[config.mk]
export PLATFORM = sky130hd
export DESIGN_NAME = wallace_mult_arbiter
export DESIGN_NICKNAME = d
export VERILOG_FILES = /design/src/rtl/wallace_mult_arbiter.sv
export SDC_FILE = /design/constraint.sdc
export NUM_CORES = 1
export LEC_CHECK = 0
export CORE_MARGIN = 5
export CORE_UTILIZATION = 45
export CTS_BUF_LIST = sky130_fd_sc_hd__clkbuf_16
export CTS_CLUSTER_SIZE = 14
export DETAILED_ROUTE_END_ITERATION = 16
export DONT_BUFFER_PORTS = 1
export GPL_TIMING_DRIVEN = 1
export SETUP_SLACK_MARGIN = 0.02
export SLEW_MARGIN = 20
export SYNTH_ARGS = -nofsm -noshare
export SYNTH_HDL_FRONTEND = slang
export SYNTH_SLANG_ARGS = --single-unit
[constraint.sdc]
create_clock -name clk -period 7.7 [get_ports clk]
set_input_delay 1.54 -clock clk [delete_from_list [all_inputs] [get_ports clk]]
set_output_delay 1.54 -clock clk [all_outputs]
set_load 0.05 [all_outputs]
[src/rtl/wallace_mult_arbiter.sv]
// Two-client arbiter sharing one combinational 8x8 Wallace-tree multiplier.
// Define WALLACE_ARB_RR_EN for round-robin arbitration; default is fixed priority to client 0.

module wallace_eight_bit_multiplier (
  input  logic [7:0]  a,
  input  logic [7:0]  b,
  output logic [16:0] out
);
  logic [16:0] pp [8];
  logic [16:0] s1, c1, s2, c2, s3, c3, s4, c4, s5, c5, s6, c6;

  for (genvar gi = 0; gi < 8; gi++) begin : g_pp
    assign pp[gi] = b[gi] ? ({9'd0, a} << gi) : 17'd0;
  end

  // 3:2 compressor on whole words; carries beyond bit 16 never matter since the product fits.
  function automatic logic [33:0] csa(input logic [16:0] x, input logic [16:0] y,
                                      input logic [16:0] z);
    logic [16:0] maj;
    maj = (x & y) | (x & z) | (y & z);
    return {maj[15:0], 1'b0, x ^ y ^ z};
  endfunction

  assign {c1, s1} = csa(pp[0], pp[1], pp[2]);
  assign {c2, s2} = csa(pp[3], pp[4], pp[5]);
  assign {c3, s3} = csa(s1, c1, s2);
  assign {c4, s4} = csa(c2, pp[6], pp[7]);
  assign {c5, s5} = csa(s3, c3, s4);
  assign {c6, s6} = csa(s5, c5, c4);
  assign out = s6 + c6;
endmodule

module wallace_mult_arbiter (
  input  logic        clk,
  input  logic        rst,
  input  logic        req0_valid,
  output logic        req0_ready,
  input  logic [7:0]  req0_a,
  input  logic [7:0]  req0_b,
  input  logic        req1_valid,
  output logic        req1_ready,
  input  logic [7:0]  req1_a,
  input  logic [7:0]  req1_b,
  output logic        rsp0_valid,
  input  logic        rsp0_ready,
  output logic [16:0] rsp0_data,
  output logic        rsp1_valid,
  input  logic        rsp1_ready,
  output logic [16:0] rsp1_data,
  output logic        busy,
  output logic [15:0] op_count
);
  typedef enum logic [1:0] {IDLE, CALC, RESP} state_t;

  state_t      state_q, state_d;
  logic [7:0]  opa_q, opa_d, opb_q, opb_d;
  logic [16:0] res_q, res_d;
  logic        owner_q, owner_d;
  logic [15:0] op_count_q, op_count_d;
  logic [16:0] prod;
  logic        ptr;
  logic        grant;
  logic        rsp_hs;

  wallace_eight_bit_multiplier u_mult (
    .a  (opa_q),
    .b  (opb_q),
    .out(prod)
  );

  assign rsp_hs = (state_q == RESP) && (owner_q ? rsp1_ready : rsp0_ready);

`ifdef WALLACE_ARB_RR_EN
  logic ptr_q, ptr_d;

  always_ff @(posedge clk or posedge rst) begin
    if (rst) ptr_q <= 1'b0;
    else     ptr_q <= ptr_d;
  end

  always_comb begin
    ptr_d = ptr_q;
    if (rsp_hs) ptr_d = ~owner_q;
  end

  assign ptr = ptr_q;
`else
  assign ptr = 1'b0;
`endif

  // With both clients valid the pointer decides; fixed priority ties it to 0.
  always_comb begin
    grant = 1'b0;
    if (req0_valid && req1_valid) grant = ptr;
    else if (req1_valid)          grant = 1'b1;
  end

  assign req0_ready = (state_q == IDLE) && req0_valid && !grant;
  assign req1_ready = (state_q == IDLE) && req1_valid && grant;

  always_ff @(posedge clk or posedge rst) begin
    if (rst) begin
      state_q    <= IDLE;
      opa_q      <= 8'd0;
      opb_q      <= 8'd0;
      res_q      <= 17'd0;
      owner_q    <= 1'b0;
      op_count_q <= 16'd0;
    end else begin
      state_q    <= state_d;
      opa_q      <= opa_d;
      opb_q      <= opb_d;
      res_q      <= res_d;
      owner_q    <= owner_d;
      op_count_q <= op_count_d;
    end
  end

  always_comb begin
    state_d    = state_q;
    opa_d      = opa_q;
    opb_d      = opb_q;
    res_d      = res_q;
    owner_d    = owner_q;
    op_count_d = op_count_q;
    case (state_q)
      IDLE: begin
        if (req0_valid || req1_valid) begin
          opa_d   = grant ? req1_a : req0_a;
          opb_d   = grant ? req1_b : req0_b;
          owner_d = grant;
          state_d = CALC;
        end
      end
      CALC: begin
        res_d   = prod;
        state_d = RESP;
      end
      RESP: begin
        if (rsp_hs) begin
          op_count_d = op_count_q + 16'd1;
          state_d    = IDLE;
        end
      end
      default: state_d = IDLE;
    endcase
  end

  assign rsp0_valid = (state_q == RESP) && !owner_q;
  assign rsp1_valid = (state_q == RESP) && owner_q;
  assign rsp0_data  = rsp0_valid ? res_q : 17'd0;
  assign rsp1_data  = rsp1_valid ? res_q : 17'd0;
  assign busy       = (state_q != IDLE);
  assign op_count   = op_count_q;
endmodule

==> results_dict.tcl <==
set metrics [dict create \
    start_util_pct 46.4 \
    fmax_mhz 222 \
    arrival_ns 2.97 \
    yosysWarnings 0 \
    worstSetupStartpointType "input pin" \
    hpwl_um 6880 \
    antenna_found_initial 0 \
    status "completed" \
    dieArea_um2 11600 \
    cts-root-buf "clkbuf_16" \
    startpoint "req1_valid" \
    grt_max_degree 53 \
    synth_area_leaders "dfrtp_1 (30%), fa_1 (18%), and2_1 (9.6%), ha_1 (7.5%), nand2_1 (6.0%)" \
    grt_pass1_vias 3055 \
    routed.top_layer "met4" \
    synth-seq-area-share_pct 30.2 \
    worst_slew_pin_slew_ns 1.09 \
    yosysTopAreaCell "dfrtp_1" \
    drive_gt1_share_pct 4.23 \
    cts_made_buffers 5 \
    hold_viol_final 0 \
    seqCellArea_um2 1300 \
    dr.first_iter.drc_count 128 \
    clk_pin_slew_worst_paths_ns 0.07 \
    ios 93 \
    grt.total_usage_pct 15.7 \
    critPathMaxStageDelay_ns 0.84 \
    drc 0 \
    max-slew-margin-rel_pct 26.9 \
    io_buffers 0 \
    syn_nets 562 \
    fin_nets 551 \
    tritoncts "built" \
    post-synth-top-count-cell "nand2_1" \
    synth_flop_cell "dfrtp_1" \
    viasPerCell 5.22 \
    routed-wl-met2_um 3790 \
    insertion_delay_ns 0.29 \
    skew_ns 0.00485 \
    fin_crit_sh_pct 58.6 \
    required_ns 6.16 \
    hold_class "flip-flop to flip-flop" \
    avgRoutedWirePerCell_um 15.2 \
    rsz0062_at_grt "false" \
    syn_area_um2 4310 \
    cpMaxStageDelayCell "nor2b_2" \
    vias 3015 \
    synth_edf_count 0 \
    htree_levels 2 \
    async_reset_ff_share_pct 100 \
    cts_setup_buffers 0 \
    core_area_um2 9280 \
    yosysUniqueCellTypes 39 \
    syn_inst 459 \
    drt-total-wl_um 8810 \
    fp.dieH_um 108 \
    rr_startpoint "opb_q[3]$_DFFE_PP0P_" \
    synth_top_area_share_pct 30.2 \
    multi_input_area_um2 2800 \
    dr_wl_met3_um 505 \
    timing.setup.tns_ns 0 \
    first_pass_iters 4 \
    clkSinkCount 52 \
    cp_cell_sequence "nor2b_2 > and2_1" \
    path_buf_inv 0 \
    min-delay-start "res_q[4]$_DFFE_PP0N_" \
    ctsHoldBuffers 0 \
    rows 35 \
    crit_type "input pin to primary output" \
    drv_slew 0 \
    min_period_ns 4.51 \
    met1_length_um 4460 \
    synth-seq-cells 52 \
    critPathMaxFanout 17 \
    fillers 917 \
    syn_to_final_growth_pct 6.07 \
    avgSynthCellArea_um2 9.39 \
    ant_nets 0 \
    die_w_um 108 \
    netlist_top_cells_count "nand2_1 (69), and2_1 (66), dfrtp_1 (52)" \
    maxCapViolations 0 \
    cp_top_family "simple AND/OR/NAND/NOR gates" \
    gr-total-overflow 0 \
    finalSetupViolCount 0 \
    cts_buffer_depth 2 \
    grt_first_pass_wirelength_um 14800 \
    end_kind "primary output" \
    post_cts_resized 0 \
    diodes 0 \
    gp_congestion 0.815 \
]
==> logic make-up after synthesis <==
logic type,share of synthesized area (%)
buf+inv,5.19
compound gates,6.70
mux,4.24
xor+xnor,3.86
simple gates,24.2
flops,30.2
fa+ha+maj,25.7
==> flip-flops by register name (all words and copies together) (netlist names) <==
name and flops:
opa_q 8, opb_q 8, res_q 17, op_count 16, owner_q 1, state_q 2
==> per-layer routing <==
| layer | track usage, % | vias to the layer above |
|---|---|---|
| met1 | 23.9 | 1439 |
| met3 | 2.22 | 5 |
| met4 | 2.43 | 0 |
| met5 | 0 | - |
| met2 | 24.1 | 102 |
| li1 | - | 1469 |
==> final cells by class <==
class	instances	share of cell area, %
Clock buffer	5	2.74
Tap cell	129	3.53
Timing Repair Buffer	1	0.164
Clock inverter	3	0.602
Sequential cell	52	28.5
Multi-Input combinational cell	349	61.3
Inverter	39	3.23
==> path summary, 6_finish.rpt <==
check | endpoint | slack [ns] | depth (start not counted)
max | req1_ready | 3.19 | 2
min | res_q[4]$_DFFE_PP0N_ | 0.49 | 2
max reg2reg | res_q[14]$_DFFE_PP0N_ | 3.23 | 13
min reg2reg | res_q[4]$_DFFE_PP0N_ | 0.49 | 2
max in group asynchronous | res_q[16]$_DFFE_PP0N_ | 5.88 | 1
min in group asynchronous | opa_q[0]$_DFFE_PP0P_ | 1.28 | 1
==> stage by stage <==
step | setup slack [ns] | hold slack, ns | cells | cell area (um^2) | utilization, %
after floorplan | 3.41 | 0.444 | 459 | 4310 | -
after global placement | 3.19 | 0.468 | 570 | 4410 | 47.5
after detailed placement | 3.18 | 0.476 | 570 | 4410 | 47.5
after CTS | 3.18 | 0.493 | 578 | 4560 | 49.2
after global routing | 2.97 | 0.527 | 578 | 4570 | 49.3
final | 3.19 | 0.487 | 578 | 4570 | 49.3
==> cell usage in the layout (no fill, tap or decap), drive strengths merged, types with 6 or more instances in the layout <==
cell type,count
a21oi,7
xor2,6
dfrtp,52
and2,66
nor2,9
o21ai,28
mux2i,16
nand2,69
xnor2,13
nand4,7
ha,26
fa,39
and3,18
inv,39
nand3,8
Power is not shown: default switching activity piles up to over one toggle a cycle in this logic, so the estimate is an artifact.
